File: src/rtl/boot_pkg.sv
// Shared state encoding for the boot/debug sequencer; state_o exposes these values.
package boot_pkg;
    typedef enum logic [2:0] {
        S_LOAD  = 3'd0,
        S_START = 3'd1,
        S_RUN   = 3'd2,
        S_HALT  = 3'd3,
        S_STEP  = 3'd4
    } boot_state_e;
endpackage

File: src/rtl/byte_packer.sv
// Packs a byte stream into little-endian words; word_valid pulses in the cycle the
// final byte of a word (or the image's last byte) is accepted, upper bytes zero-padded.
module byte_packer #(
    parameter int WIDTH = 32
) (
    input  logic             clk,
    input  logic             rst,
    input  logic             clr,
    input  logic             in_valid,
    input  logic [7:0]       in_data,
    input  logic             in_last,
    output logic             word_valid,
    output logic [WIDTH-1:0] word
);
    localparam int NB = WIDTH / 8;
    localparam int IW = (NB > 1) ? $clog2(NB) : 1;

    logic [IW-1:0]    idx;
    logic [WIDTH-1:0] acc;

    // Byte 0 starts from zero, so a short final word comes out zero-padded.
    always_comb begin
        word = (idx == '0) ? '0 : acc;
        word[8*idx +: 8] = in_data;
        word_valid = in_valid && (in_last || (idx == IW'(NB - 1)));
    end

    always_ff @(posedge clk) begin
        if (rst || clr) begin
            idx <= '0;
            acc <= '0;
        end else if (in_valid) begin
            idx <= word_valid ? '0 : idx + IW'(1);
            acc <= word;
        end
    end
endmodule

File: src/rtl/core_boot_ctrl.sv
// Program loader and run/debug sequencer for the single-cycle core.
// Optional BOOT_BREAKPOINT_EN adds a single PC breakpoint (bp_valid/bp_addr).
//
// state | meaning
// LOAD  | core in reset, accepting image bytes into instruction memory
// START | one-cycle gap after the image, core still in reset
// RUN   | core executing freely
// HALT  | core stalled, waiting for step/resume/load
// STEP  | core executes exactly one instruction, then HALT
module core_boot_ctrl
    import boot_pkg::*;
#(
    parameter int WIDTH = 32,
    parameter int DEPTH = 16
) (
    input  logic             clk,
    input  logic             rst,
    input  logic             ld_valid,
    input  logic [7:0]       ld_data,
    input  logic             ld_last,
    output logic             ld_ready,
    output logic             imem_we,
    output logic [DEPTH-3:0] imem_addr,
    output logic [WIDTH-1:0] imem_wdata,
    output logic             core_rst,
    output logic             core_en,
    input  logic [WIDTH-1:0] pc_in,
    input  logic             dbg_halt,
    input  logic             dbg_step,
    input  logic             dbg_resume,
    input  logic             dbg_load,
    output logic [2:0]       state_o,
    output logic [WIDTH-1:0] instret,
    output logic             load_err
`ifdef BOOT_BREAKPOINT_EN
    ,
    input  logic             bp_valid,
    input  logic [WIDTH-1:0] bp_addr
`endif
);
    localparam int AW = DEPTH - 2;

    boot_state_e      state, state_nxt;
    logic             byte_acc, word_valid, enter_load, full, step_hold, bp_hit;
    logic [WIDTH-1:0] word;
    logic [AW-1:0]    ptr;

    assign byte_acc   = ld_valid && ld_ready;
    assign enter_load = (state != S_LOAD) && (state_nxt == S_LOAD);
    assign state_o    = state;

    byte_packer #(.WIDTH(WIDTH)) u_packer (
        .clk        (clk),
        .rst        (rst),
        .clr        (enter_load),
        .in_valid   (byte_acc),
        .in_data    (ld_data),
        .in_last    (ld_last),
        .word_valid (word_valid),
        .word       (word)
    );

`ifdef BOOT_BREAKPOINT_EN
    // Skip the compare on the first cycle out of HALT so a resume can pass the breakpoint.
    logic bp_skip;
    always_ff @(posedge clk) begin
        if (rst) bp_skip <= 1'b0;
        else     bp_skip <= (state == S_HALT);
    end
    assign bp_hit = (state == S_RUN) && bp_valid && (pc_in == bp_addr) && !bp_skip;
`else
    logic unused_pc;
    assign unused_pc = ^pc_in;
    assign bp_hit    = 1'b0;
`endif

    always_comb begin
        state_nxt = state;
        ld_ready  = (state == S_LOAD);
        core_en   = ((state == S_RUN) && !bp_hit) || (state == S_STEP);
        case (state)
            S_LOAD:  if (byte_acc && ld_last) state_nxt = S_START;
            S_START: state_nxt = S_RUN;
            S_RUN: begin
                if (dbg_load)                state_nxt = S_LOAD;
                else if (dbg_halt || bp_hit) state_nxt = S_HALT;
            end
            S_HALT: begin
                if (dbg_load)                     state_nxt = S_LOAD;
                else if (dbg_step && !step_hold)  state_nxt = S_STEP;
                else if (dbg_resume)              state_nxt = S_RUN;
            end
            S_STEP:  state_nxt = S_HALT;
            default: state_nxt = S_LOAD;
        endcase
    end

    // A held dbg_step yields one step; it must drop before another is taken.
    always_ff @(posedge clk) begin
        if (rst)                   step_hold <= 1'b0;
        else if (state == S_STEP)  step_hold <= 1'b1;
        else if (!dbg_step)        step_hold <= 1'b0;
    end

    always_ff @(posedge clk) begin
        if (rst) begin
            state      <= S_LOAD;
            ptr        <= '0;
            full       <= 1'b0;
            load_err   <= 1'b0;
            imem_we    <= 1'b0;
            imem_addr  <= '0;
            imem_wdata <= '0;
            core_rst   <= 1'b1;
            instret    <= '0;
        end else begin
            state    <= state_nxt;
            core_rst <= (state_nxt == S_LOAD) || (state_nxt == S_START);
            imem_we  <= 1'b0;
            if (enter_load) begin
                ptr      <= '0;
                full     <= 1'b0;
                load_err <= 1'b0;
                instret  <= '0;
            end else begin
                if (core_en) instret <= instret + WIDTH'(1);
                if (word_valid) begin
                    if (full) begin
                        load_err <= 1'b1;
                    end else begin
                        imem_we    <= 1'b1;
                        imem_addr  <= ptr;
                        imem_wdata <= word;
                        ptr        <= ptr + AW'(1);
                        if (&ptr) full <= 1'b1;
                    end
                end
            end
        end
    end
endmodule

File: config.mk
export PLATFORM = sky130hd
export DESIGN_NAME = core_boot_ctrl
export DESIGN_NICKNAME = d
export VERILOG_FILES = /design/src/rtl/boot_pkg.sv /design/src/rtl/byte_packer.sv /design/src/rtl/core_boot_ctrl.sv
export SDC_FILE = /design/constraint.sdc
export NUM_CORES = 1
export LEC_CHECK = 0
export CAP_MARGIN = 20
export CELL_PAD_IN_SITES_DETAIL_PLACEMENT = 1
export CELL_PAD_IN_SITES_GLOBAL_PLACEMENT = 1
export CORE_UTILIZATION = 37
export CTS_CLUSTER_DIAMETER = 40
export DETAILED_ROUTE_END_ITERATION = 8
export GPL_ROUTABILITY_DRIVEN = 0
export PLACE_DENSITY = 0.78
export REMOVE_ABC_BUFFERS = 1
export SLEW_MARGIN = 5
export SYNTH_ARGS = -nofsm -noshare
export SYNTH_HDL_FRONTEND = slang
export SYNTH_HIERARCHICAL = 1
export SYNTH_SLANG_ARGS = --single-unit
File: constraint.sdc
create_clock -name clk -period 3.8 [get_ports clk]
set_input_delay 0.57 -clock clk [delete_from_list [all_inputs] [get_ports clk]]
set_output_delay 0.57 -clock clk [all_outputs]
set_load 0.01 [all_outputs]
==> impl_results.md <==
* DR WL met3 at 767 microns
* Initial drt markers at 315
* Slew @ Worst Pin at 1.06 ns
* Syn_area_per_cell at 8.49 sq um
* Compound-Gate Fraction of Synth Area at 0.195
* WL met2 at 8670 microns
* Req. time, crit path at 4.08 ns
* Post-DP Area at 6910 sq um
* Drt via density at 5.43
* # diodes at 0
* Critical path startpoint category: flip-flop
* XOR/XNOR Fraction of Synth Area at 0.0298
* Die Footprint at 16,300 sq um
* Site row count at 45
* Yosys top cell area share at 0.460
* Hold Violations, Final at 0
* Clock share of power at 0.523
* WL per Instance at 17.4 microns
* Fraction of final layout cells sized beyond drive strength 1 at 0.0619
* Combinational Power Share at 0.062
* Commonest non-fill, non-tap cell in the layout: dfxtp_1
* Num CTS Buffers at 17
* Post-synthesis mux area share at 0.00687
* Final min period at 2.89 ns
* Die span in y at 128 microns
* Fmax at 345 MHz
* Library cells used by synthesis at 51
* CP Class: flip-flop to flip-flop
* Fillcell total at 1,817
* Worst Hold Depth at 2
* Power Density at 456 nW/um^2
* Die Wd at 128 microns
* Metal-1 WL at 7540 microns
* Hold/Removal Path Class: flip-flop to flip-flop
* CP Max Fanout at 20
* Final nets at 819
* Commonest non-fill, non-tap cells in the layout: dfxtp_1, nand2_1, clkdlybuf4s50_1
* DRC viols at 0
* RSZ-0062 raised after global routing: no
* DP Worst Slack at 0.612 ns
* EDFF count, synth at 0
* Adder-cell area share of the yosys netlist at 0.0150
* GRT overflow at 0
* Post-Layout Cell Count at 987
* Hold-fix buffer count after cts at 0
* Clock transition at the registers of the reported paths at 0.06 ns
* YS warnings at 6
* I/O pins at 134
* CTS H-tree depth at 4
* Mapped Cells at 687
* Setup Skew at 0.00906 ns
* Final instance area at 7560 sq um
* R2R depth at 8
* P_sw at 0.000759 W
* Vias post-DR at 5,361
* GRT Total Usage at 0.222
* Root Driver: clkbuf_16
* Post-Synth Simple-Gate Area at 0.245
* Largest net degree at the start of global routing at 53
* Crit. End Element: flip-flop
* VDD IR max at 294 uV
* CP arrival at 3.17 ns
* Drt pass-1 iters at 4
* Post-Synthesis Cell Area at 5830 sq um
* Synth Register Bits at 134
* First-pass GRT wire length at 28,100 microns
* Clk_lat worst skew at 0.42 ns
* Clock Path Buffers at 2
* Setup TNS at 0 ns
* Internal at 0.00269 W
* Final Cycle Share at 0.762
* Final Slew Violations at 0
* TritonCTS clock tree: built
* Highest Signal Layer: met4
* Final WL at 17,100 microns
* Leak at 2.50 nW
* Resized Gates After CTS at 0
* Initial antenna violation count at 0
* Setup bufs post-CTS at 0
* Setup-failing EPs final at 0
* Post-DP HPWL at 11,600 microns
* Vias in the first global route at 5,499
* CORE AREA at 15,300 sq um
* Post-synthesis sequential area ratio at 0.460
* Most used DFF post-synth: dfxtp_1
* Hold slack final at 0.453 ns
* Inst Count DP at 956
* Antenna Nets Post-Route at 0
* Clock sink count at 134
* Net switching fraction of the power at 0.220
* # Max-Cap Violations at 0
* Synth top area cells: dfxtp_1, nand2_1, a21oi_1, a22o_1, nor2_1
* Initial Util at 0.381
* PortBufs at 101
* Area growth syn-to-layout at 29.7%
* Largest family of logic cells by synthesized area: simple AND/OR/NAND/NOR gates
* Fraction of registers with async set/reset at 0
* Part of the power in registers at 0.415
* Status: finished, final reports clean
* Post-synth top area cell: dfxtp_1
* Relative slew slack at 0.283
* Setup WS post-layout at 0.906 ns
## worst max-delay path: stages, from the launching register on
cell and delay, ns:
dfxtp_1 0.45, nor3_1 0.29, and2_1 0.19, o21a_1 0.23, nor2b_1 0.43, nand3_1 0.57
buf_4 0.42, nand2_1 0.10, a21oi_1 0.07
## cells in the mapped netlist, types with 5 or more instances
cell      instances
dfxtp_1         134
nand2_1         117
a21oi_1          76
nor2_1           61
clkbuf_1         33
a22o_1           32
a22oi_1          22
nand4_1          14
o21ai_0          14
or3_1            14
or4_1            13
nand3_1          12
nor3_1           11
o31ai_1          11
inv_1             9
xnor2_1           9
xor2_1            9
a32oi_1           8
buf_2             8
ha_1              7
and2_1            6
buf_6             5
o21a_1            5
## power groups by stage
stage,sequential (W),combinational (W),clock (W)
after global routing,0.00143,0.000233,0.00190
final,0.00143,0.000214,0.00180
after detailed placement,0.00146,0.000212,0
after CTS,0.00143,0.000214,0.00183
after global placement,0.00146,0.000205,0
after floorplan,0.00146,0.000109,0
## area by class of cell
class	count	area, sq um	share of cell area
timing repair buffer	109	1070	0.141
multi-input combinational	493	2870	0.379
clock buffer	24	512	0.0677
inverter	9	33.8	0.00447
clock inverter	7	140	0.0185
tap	211	264	0.0349
sequential	134	2680	0.355
## state kept, by name (all words and copies together), names as in the netlist
register,cells
core_rst,1
full,1
imem_addr,14
imem_wdata,32
imem_we,1
instret,32
load_err,1
ptr,14
state_o,3
step_hold,1
u_packer/acc,32
u_packer/idx,2
## layer usage
metal	vias to the layer above	track usage
met2	84	0.384
met3	15	0.0628
li1	2612	-
met5	-	0
met1	2650	0.266
met4	0	0.0637
## cell families (layout without fill, tap and decap cells)
family	after synthesis	count (layout)
and+or+nand+nor	288	288
AOI/OAI and AO/OA	175	175
DFF	134	134
buffers and inverters	60	149
xor gates and xnor gates	19	19
adders and majority gates	7	7
muxes	4	4
## per-stage QoR
| stage | total power (W) | utilization |
|---|---|---|
| final | 0.00345 | 0.494 |
| after global routing | 0.00357 | 0.494 |
| after CTS | 0.00348 | 0.494 |
| after detailed placement | 0.00168 | 0.451 |
| after global placement | 0.00167 | 0.451 |
| after floorplan | 0.00157 | - |
## worst paths after layout
| check | endpoint | start | slack, ns |
|---|---|---|---|
| max | imem_wdata[16] | state_o[1] | 0.91 |
| min | imem_wdata[9] | imem_wdata[9] | 0.45 |
| max reg2reg | imem_wdata[16] | state_o[1] | 0.91 |
| min reg2reg | imem_wdata[9] | imem_wdata[9] | 0.45 |
No activity file was read; power rests on OpenSTA's default activity.
